## src/rtl/ahb_apb_pkg.sv

```systemverilog
// ---------------------------------------------------------------------------
// ahb_apb_pkg
// Shared encodings for the AHB-to-APB bridge front end:
//   - HTRANS / HBURST / HRESP encodings
//   - error-response state enum
//   - default peripheral base addresses and the 64 MB region mask
//   - burst_beats_init(): beats still to come after the NONSEQ of a fixed burst
// ---------------------------------------------------------------------------
package ahb_apb_pkg;

   localparam logic [1:0] HTRANS_IDLE   = 2'b00;
   localparam logic [1:0] HTRANS_BUSY   = 2'b01;
   localparam logic [1:0] HTRANS_NONSEQ = 2'b10;
   localparam logic [1:0] HTRANS_SEQ    = 2'b11;

   localparam logic [2:0] HBURST_SINGLE = 3'b000;
   localparam logic [2:0] HBURST_INCR   = 3'b001;
   localparam logic [2:0] HBURST_WRAP4  = 3'b010;
   localparam logic [2:0] HBURST_INCR4  = 3'b011;
   localparam logic [2:0] HBURST_WRAP8  = 3'b100;
   localparam logic [2:0] HBURST_INCR8  = 3'b101;
   localparam logic [2:0] HBURST_WRAP16 = 3'b110;
   localparam logic [2:0] HBURST_INCR16 = 3'b111;

   localparam logic [1:0] HRESP_OKAY  = 2'b00;
   localparam logic [1:0] HRESP_ERROR = 2'b01;

   // Two-cycle AHB ERROR response sequencer.
   typedef enum logic [1:0] {
      ERR_OK = 2'b00,
      ERR_1  = 2'b01,
      ERR_2  = 2'b10
   } err_state_t;

   localparam logic [31:0] DEFAULT_BASE0 = 32'h8000_0000;
   localparam logic [31:0] DEFAULT_BASE1 = 32'h8400_0000;
   localparam logic [31:0] DEFAULT_BASE2 = 32'h8800_0000;

   // Each peripheral owns a 64 MB window, so only haddr[31:26] selects it.
   localparam logic [31:0] REGION_MASK = 32'hFC00_0000;

   // Beats remaining after the NONSEQ beat; undefined-length INCR and
   // SINGLE both start at 0.
   function automatic logic [3:0] burst_beats_init(input logic [2:0] hburst);
      case (hburst)
         HBURST_WRAP4,  HBURST_INCR4:  burst_beats_init = 4'd3;
         HBURST_WRAP8,  HBURST_INCR8:  burst_beats_init = 4'd7;
         HBURST_WRAP16, HBURST_INCR16: burst_beats_init = 4'd15;
         default:                      burst_beats_init = 4'd0;
      endcase
   endfunction

endpackage

```

## src/rtl/ahb_addr_decode.sv

```systemverilog
// ---------------------------------------------------------------------------
// ahb_addr_decode
// Combinational APB peripheral select decode.
// Ports:
//   haddr    in  32  AHB address-phase address
//   tempselx out 3   one-hot peripheral select (000 when unmapped)
//   mapped   out 1   address hits one of the three regions
// ---------------------------------------------------------------------------
module ahb_addr_decode
   import ahb_apb_pkg::*;
#(
   parameter logic [31:0] BASE0 = DEFAULT_BASE0,
   parameter logic [31:0] BASE1 = DEFAULT_BASE1,
   parameter logic [31:0] BASE2 = DEFAULT_BASE2
) (
   input  logic [31:0] haddr,
   output logic [2:0]  tempselx,
   output logic        mapped
);

   always_comb begin
      // NOTE: every output gets a default first so no path through this
      // block leaves a value unassigned, which would infer a latch.
      tempselx = 3'b000;
      if ((haddr & REGION_MASK) == (BASE0 & REGION_MASK)) tempselx[0] = 1'b1;
      if ((haddr & REGION_MASK) == (BASE1 & REGION_MASK)) tempselx[1] = 1'b1;
      if ((haddr & REGION_MASK) == (BASE2 & REGION_MASK)) tempselx[2] = 1'b1;
   end

   assign mapped = |tempselx;

endmodule

```

## src/rtl/ahb_slave_interface.sv

```systemverilog
// ---------------------------------------------------------------------------
// ahb_slave_interface
// AHB-facing front stage of the AHB-to-APB bridge. Qualifies transfers,
// decodes the peripheral select, pipelines address/data/direction two deep,
// tracks fixed-burst beats and generates the two-cycle ERROR response.
// Ports:
//   hclk, hresetn          clock, async active-low reset
//   hselapb, hreadyin      slave select, AHB HREADY
//   htrans, hburst, hsize  transfer type, burst type, size
//   hwrite, haddr, hwdata  direction, address, write data
//   valid                  qualified transfer (combinational)
//   tempselx               one-hot peripheral select (combinational)
//   haddr1/2, hwdata1/2    address and write-data pipelines
//   hwrite_reg             registered hwrite
//   burst_last             final beat of a fixed burst or SINGLE
//   hresp, err_busy        ERROR response; err_busy stalls HREADYOUT
// ---------------------------------------------------------------------------
module ahb_slave_interface
   import ahb_apb_pkg::*;
#(
   parameter logic [31:0] BASE0 = DEFAULT_BASE0,
   parameter logic [31:0] BASE1 = DEFAULT_BASE1,
   parameter logic [31:0] BASE2 = DEFAULT_BASE2
) (
   input  logic        hclk,
   input  logic        hresetn,
   input  logic        hselapb,
   input  logic        hreadyin,
   input  logic [1:0]  htrans,
   input  logic [2:0]  hburst,
   input  logic [2:0]  hsize,
   input  logic        hwrite,
   input  logic [31:0] haddr,
   input  logic [31:0] hwdata,
   output logic        valid,
   output logic [2:0]  tempselx,
   output logic [31:0] haddr1,
   output logic [31:0] haddr2,
   output logic [31:0] hwdata1,
   output logic [31:0] hwdata2,
   output logic        hwrite_reg,
   output logic        burst_last,
   output logic [1:0]  hresp,
   output logic        err_busy
);

   err_state_t  err_state;
   logic [3:0]  beats_left;
   logic        mapped;
   logic        xfer;
   logic        seq_violation;
   logic        bad;
   logic        is_nonseq;
   logic        is_seq;

   ahb_addr_decode #(
      .BASE0 (BASE0),
      .BASE1 (BASE1),
      .BASE2 (BASE2)
   ) u_decode (
      .haddr    (haddr),
      .tempselx (tempselx),
      .mapped   (mapped)
   );

   assign is_nonseq = (htrans == HTRANS_NONSEQ);
   assign is_seq    = (htrans == HTRANS_SEQ);

   // htrans[1] covers NONSEQ and SEQ; BUSY and IDLE are never qualified.
   assign xfer = hselapb & hreadyin & htrans[1];

   // A SEQ beat with nothing left to transfer overruns a fixed burst.
   assign seq_violation = is_seq & (beats_left == 4'd0) & (hburst != HBURST_INCR);

   assign bad   = xfer & (~mapped | (hsize > 3'd2) | seq_violation);
   assign valid = xfer & ~bad & (err_state == ERR_OK);

   assign burst_last = valid & ((is_nonseq & (hburst == HBURST_SINGLE)) |
                                (is_seq & (beats_left == 4'd1)));

   assign hresp    = (err_state == ERR_OK) ? HRESP_OKAY : HRESP_ERROR;
   assign err_busy = (err_state == ERR_1);

   // Address / data / direction pipeline, frozen while the bus is stalled.
   always_ff @(posedge hclk or negedge hresetn) begin
      // NOTE: sequential state is written with non-blocking assignments so
      // haddr2 picks up the old haddr1, not the value updated this edge.
      if (!hresetn) begin
         // NOTE: every register here is reset explicitly; the downstream
         // controller may look at the pipeline before the first transfer.
         haddr1     <= '0;
         haddr2     <= '0;
         hwdata1    <= '0;
         hwdata2    <= '0;
         hwrite_reg <= 1'b0;
      end else if (hreadyin) begin
         haddr1     <= haddr;
         haddr2     <= haddr1;
         hwdata1    <= hwdata;
         hwdata2    <= hwdata1;
         hwrite_reg <= hwrite;
      end
   end

   // Burst beat tracker. Starting an error response abandons the burst.
   always_ff @(posedge hclk or negedge hresetn) begin
      if (!hresetn) begin
         beats_left <= 4'd0;
      end else if ((err_state == ERR_OK) && bad) begin
         beats_left <= 4'd0;
      end else if (valid) begin
         if (is_nonseq) begin
            beats_left <= burst_beats_init(hburst);
         end else if (beats_left != 4'd0) begin
            beats_left <= beats_left - 4'd1;
         end
      end
   end

   // Two-cycle ERROR: cycle 1 stalls HREADYOUT, cycle 2 releases it.
   always_ff @(posedge hclk or negedge hresetn) begin
      if (!hresetn) begin
         err_state <= ERR_OK;
      end else begin
         case (err_state)
            ERR_OK:  if (bad) err_state <= ERR_1;
            ERR_1:   err_state <= ERR_2;
            default: err_state <= ERR_OK;
         endcase
      end
   end

endmodule
```

## config.mk

```make
export PLATFORM = sky130hd
export DESIGN_NAME = ahb_slave_interface
export DESIGN_NICKNAME = d
export VERILOG_FILES = /design/src/rtl/ahb_apb_pkg.sv /design/src/rtl/ahb_addr_decode.sv /design/src/rtl/ahb_slave_interface.sv
export SDC_FILE = /design/constraint.sdc
export NUM_CORES = 1
export LEC_CHECK = 0
export ABC_CLOCK_PERIOD_IN_PS = 2200
export CORE_ASPECT_RATIO = 1.1
export CORE_MARGIN = 8
export CORE_UTILIZATION = 40
export DETAILED_ROUTE_END_ITERATION = 8
export GPL_TIMING_DRIVEN = 0
export HOLD_SLACK_MARGIN = 0.03
export PLACE_DENSITY = 0.82
export SLEW_MARGIN = 0
export SYNTH_ARGS = -nofsm -noshare
export SYNTH_HDL_FRONTEND = slang
export SYNTH_SLANG_ARGS = --single-unit
```

## constraint.sdc

```tcl
create_clock -name hclk -period 2.2 [get_ports hclk]
set_clock_uncertainty 0.05 [all_clocks]
set_input_delay 0.44 -clock hclk [delete_from_list [all_inputs] [get_ports hclk]]
set_output_delay 0.44 -clock hclk [all_outputs]
set_load 0.03 [all_outputs]
```

==> impl_metrics.json <==
{
  "outcome": "finished with violations",
  "violations": "setup timing",
  "critical_path.most_common_cell": "buf_6",
  "nNetsFinal": 650,
  "avgSynthCellArea_sq_um": 16.06,
  "use_met3": 0.08340,
  "syn_nets": 411,
  "power.density_mw_per_mm2": 929.6,
  "rows": 44,
  "grt_max_degree": 70,
  "setup_tns_ns": -0.3104,
  "slew_violations": 0,
  "cts_tree": "done",
  "cts_buffers": 17,
  "vias": 3686,
  "period_needed_ns": 2.394,
  "cp.arrival_ns": 1.90,
  "netlist.area_leader.share": 0.6356,
  "synth_seq_cells": 135,
  "yosysWarnings": 0,
  "grt_pass1_vias": 4089,
  "hp-class": "in -> reg",
  "start_util": 0.4057,
  "synth_common_cells": "dfrtp_1, mux2_2, buf_2, nor2_1",
  "clock_tree.root_cell": "clkbuf_16",
  "io_pins": 214,
  "routabilityCongestion": 0.7386,
  "antenna_cells": 0,
  "synthXorXnorAreaFrac": 0,
  "cellLeakagePower_nw": 3.519,
  "worstPathMaxFanout": 2,
  "max-vdd-ir-drop_uv": 558.4,
  "grt_pass1_wl_mm": 22.60,
  "met2_usage": 0.2979,
  "synth_cells": 331,
  "fin_area_sq_mm": 0.008356,
  "drtAntennaViolNets": 0,
  "startpoint_type": "primary input",
  "layout-drive-gt1-share": 0.3516,
  "end_kind": "output port",
  "required_ns": 1.71,
  "die_h_um": 136.9,
  "clk_pin_slew_ns": 0.05,
  "fmax_mhz": 417.7,
  "use_met1": 0.1754,
  "gr-total-overflow": 0,
  "clk_latency_ns": 0.41,
  "ys.flop_type": "dfrtp_1",
  "routed_wl_mm": 14.48,
  "drtIter0Drc": 144,
  "area_growth_pct": 57.20,
  "htree_num_levels": 4,
  "cpPeakStageDelay_ns": 0.57,
  "rsz0062_at_grt": "true",
  "synth-simple-area-share": 0.03531,
  "path_cells": "buf_6 -> or4b_4 -> nand2b_4 -> a311oi_4 -> and3_4 -> buf_6",
  "cts.sinks": 135,
  "tightest_slew_ns": 0.6508,
  "grt_busiest_layer": "met2",
  "pre_cts_slack_ns": -1.173,
  "finalCritPeriodShare": 1.088,
  "synth_edf_count": 0,
  "core_area_sq_mm": 0.01310,
  "antenna_found_initial": 0,
  "synth_fa_ha_area_frac": 0.007062,
  "finalSetupViolCount": 2,
  "max_cap_violations": 0,
  "async_reset_ff_frac": 1.000,
  "synth_top_area_cell": "dfrtp_1",
  "relSlewSlack": 0.5661,
  "yosysUniqueCellTypes": 35,
  "clock_path_buffers": 2,
  "synthMuxAreaShare": 0.2752,
  "wl_per_cell_um": 19.46,
  "cp_slowest_cell": "or4b_4",
  "die_w_um": 125.9,
  "crit_type": "in -> out",
  "route.detailed.drc": 0,
  "ys_seq_area_frac": 0.6356,
  "synth_top_family_by_area": "multiplexers",
  "yosysMostFrequentCell": "dfrtp_1",
  "synth_compound_area_frac": 0.02943,
  "portBuffers": 212,
  "n_fill_cell": 997,
  "setup_ws_ns": -0.1940,
  "synthesis.area_sq_mm": 0.005315,
  "placed_cell_area_sq_mm": 0.007684,
  "dieArea_sq_mm": 0.01724,
  "firstDrtPassIters": 4,
  "vias_per_cell": 4.954,
  "synth_area_leaders": "dfrtp_1, mux2_2, buf_2",
  "final_hold_viol_count": 0,
  "hpwl_mm": 10.79,
  "grtUsageTotal": 0.1697
}
## routing by layer
layer  wire length [um]  vias up
li1                   -     1661
met3               1420       16
met5                  0        -
met2               7591      142
met4                181        0
met1               5283     1867
## power breakdown
part | switching, mW | leakage (nW) | internal (mW) | total [mW]
registers | 0.185 | 1.59 | 2.78 | 2.97
clock network | 1.03 | 0.294 | 1.87 | 2.90
logic | 1.01 | 1.63 | 0.888 | 1.90
## through the flow
| stage | util | total power, mW | cells | hold WS, ns |
|---|---|---|---|---|
| after CTS | 0.6359 | 7.861 | 743 | 0.2166 |
| after global routing | 0.6377 | 8.078 | 744 | 0.1983 |
| after global placement | 0.5842 | 4.868 | 704 | 0.3809 |
| final | 0.6377 | 7.768 | 744 | 0.2115 |
| after detailed placement | 0.5864 | 4.925 | 705 | 0.3885 |
| after floorplan | - | 3.959 | 331 | 0.09441 |
## cell type report
| class | instances | area [sq um] | share of cell area |
|---|---|---|---|
| Sequential cell | 135 | 3378 | 0.4043 |
| Clock buffer | 20 | 466.7 | 0.05586 |
| Timing Repair Buffer | 221 | 2191 | 0.2622 |
| Buffer | 16 | 77.57 | 0.009284 |
| Clock inverter | 12 | 148.9 | 0.01782 |
| Multi-Input combinational cell | 177 | 1884 | 0.2255 |
| Inverter | 2 | 7.507 | 0.0008985 |
| Tap cell | 161 | 201.4 | 0.02411 |
## critical path: cells and delay by family
kind                   cells  cell delay [ns]
and+or+nand+nor            3             0.97
buffers and inverters      2             0.21
AOI/OAI and AO/OA          1             0.27
## final timing paths
kind | startpoint | end | slack, ns | depth (start not counted)
setup / recovery | haddr[28] | burst_last | -0.19 | 6
hold / removal | haddr[28] | haddr1[28] | 0.21 | 2
setup reg to reg | err_state[0] | beats_left[0] | 0.56 | 5
hold reg to reg | hwdata2[11] | hwdata2[11] | 0.45 | 1
max in group asynchronous | hresetn | hwdata2[3] | 0.80 | 3
min in group asynchronous | hresetn | haddr2[8] | 0.55 | 2
## cells by family (layout without fill, tap and decap cells)
| family | count (synthesis) | in the layout |
|---|---|---|
| compound gates | 12 | 12 |
| fa+ha+maj | 3 | 3 |
| buf+inv | 19 | 271 |
| flops | 135 | 135 |
| mux | 130 | 130 |
| other cells | 1 | 1 |
| simple gates | 31 | 31 |
## cells in the final DEF, fill, tap and decap left out, drive strengths merged, types with 2 or more instances in the layout
cell / instances
dlygate4sd2: 5
mux2: 129
nor3: 3
bufinv: 3
nand2: 4
dlymetal6s2s: 2
a32o: 3
clkinvlp: 4
nor3b: 2
buf: 31
nor2b: 4
nand3: 3
or2: 2
nor2: 5
ha: 3
nand2b: 2
inv: 3
dfrtp: 135
clkbuf: 23
and3: 2
clkinv: 4
clkdlybuf4s50: 195
## what timing repair did
item                       4_1_cts  5_1_grt
setup endpoints to repair        5        3
buffers inserted                 6        1
cloned                           0        0
pin swaps                        6        4
hold buffers                     1        0
hold endpoints to repair        68        0
resized for setup               56        6
No activity file was read; power rests on OpenSTA's default activity.
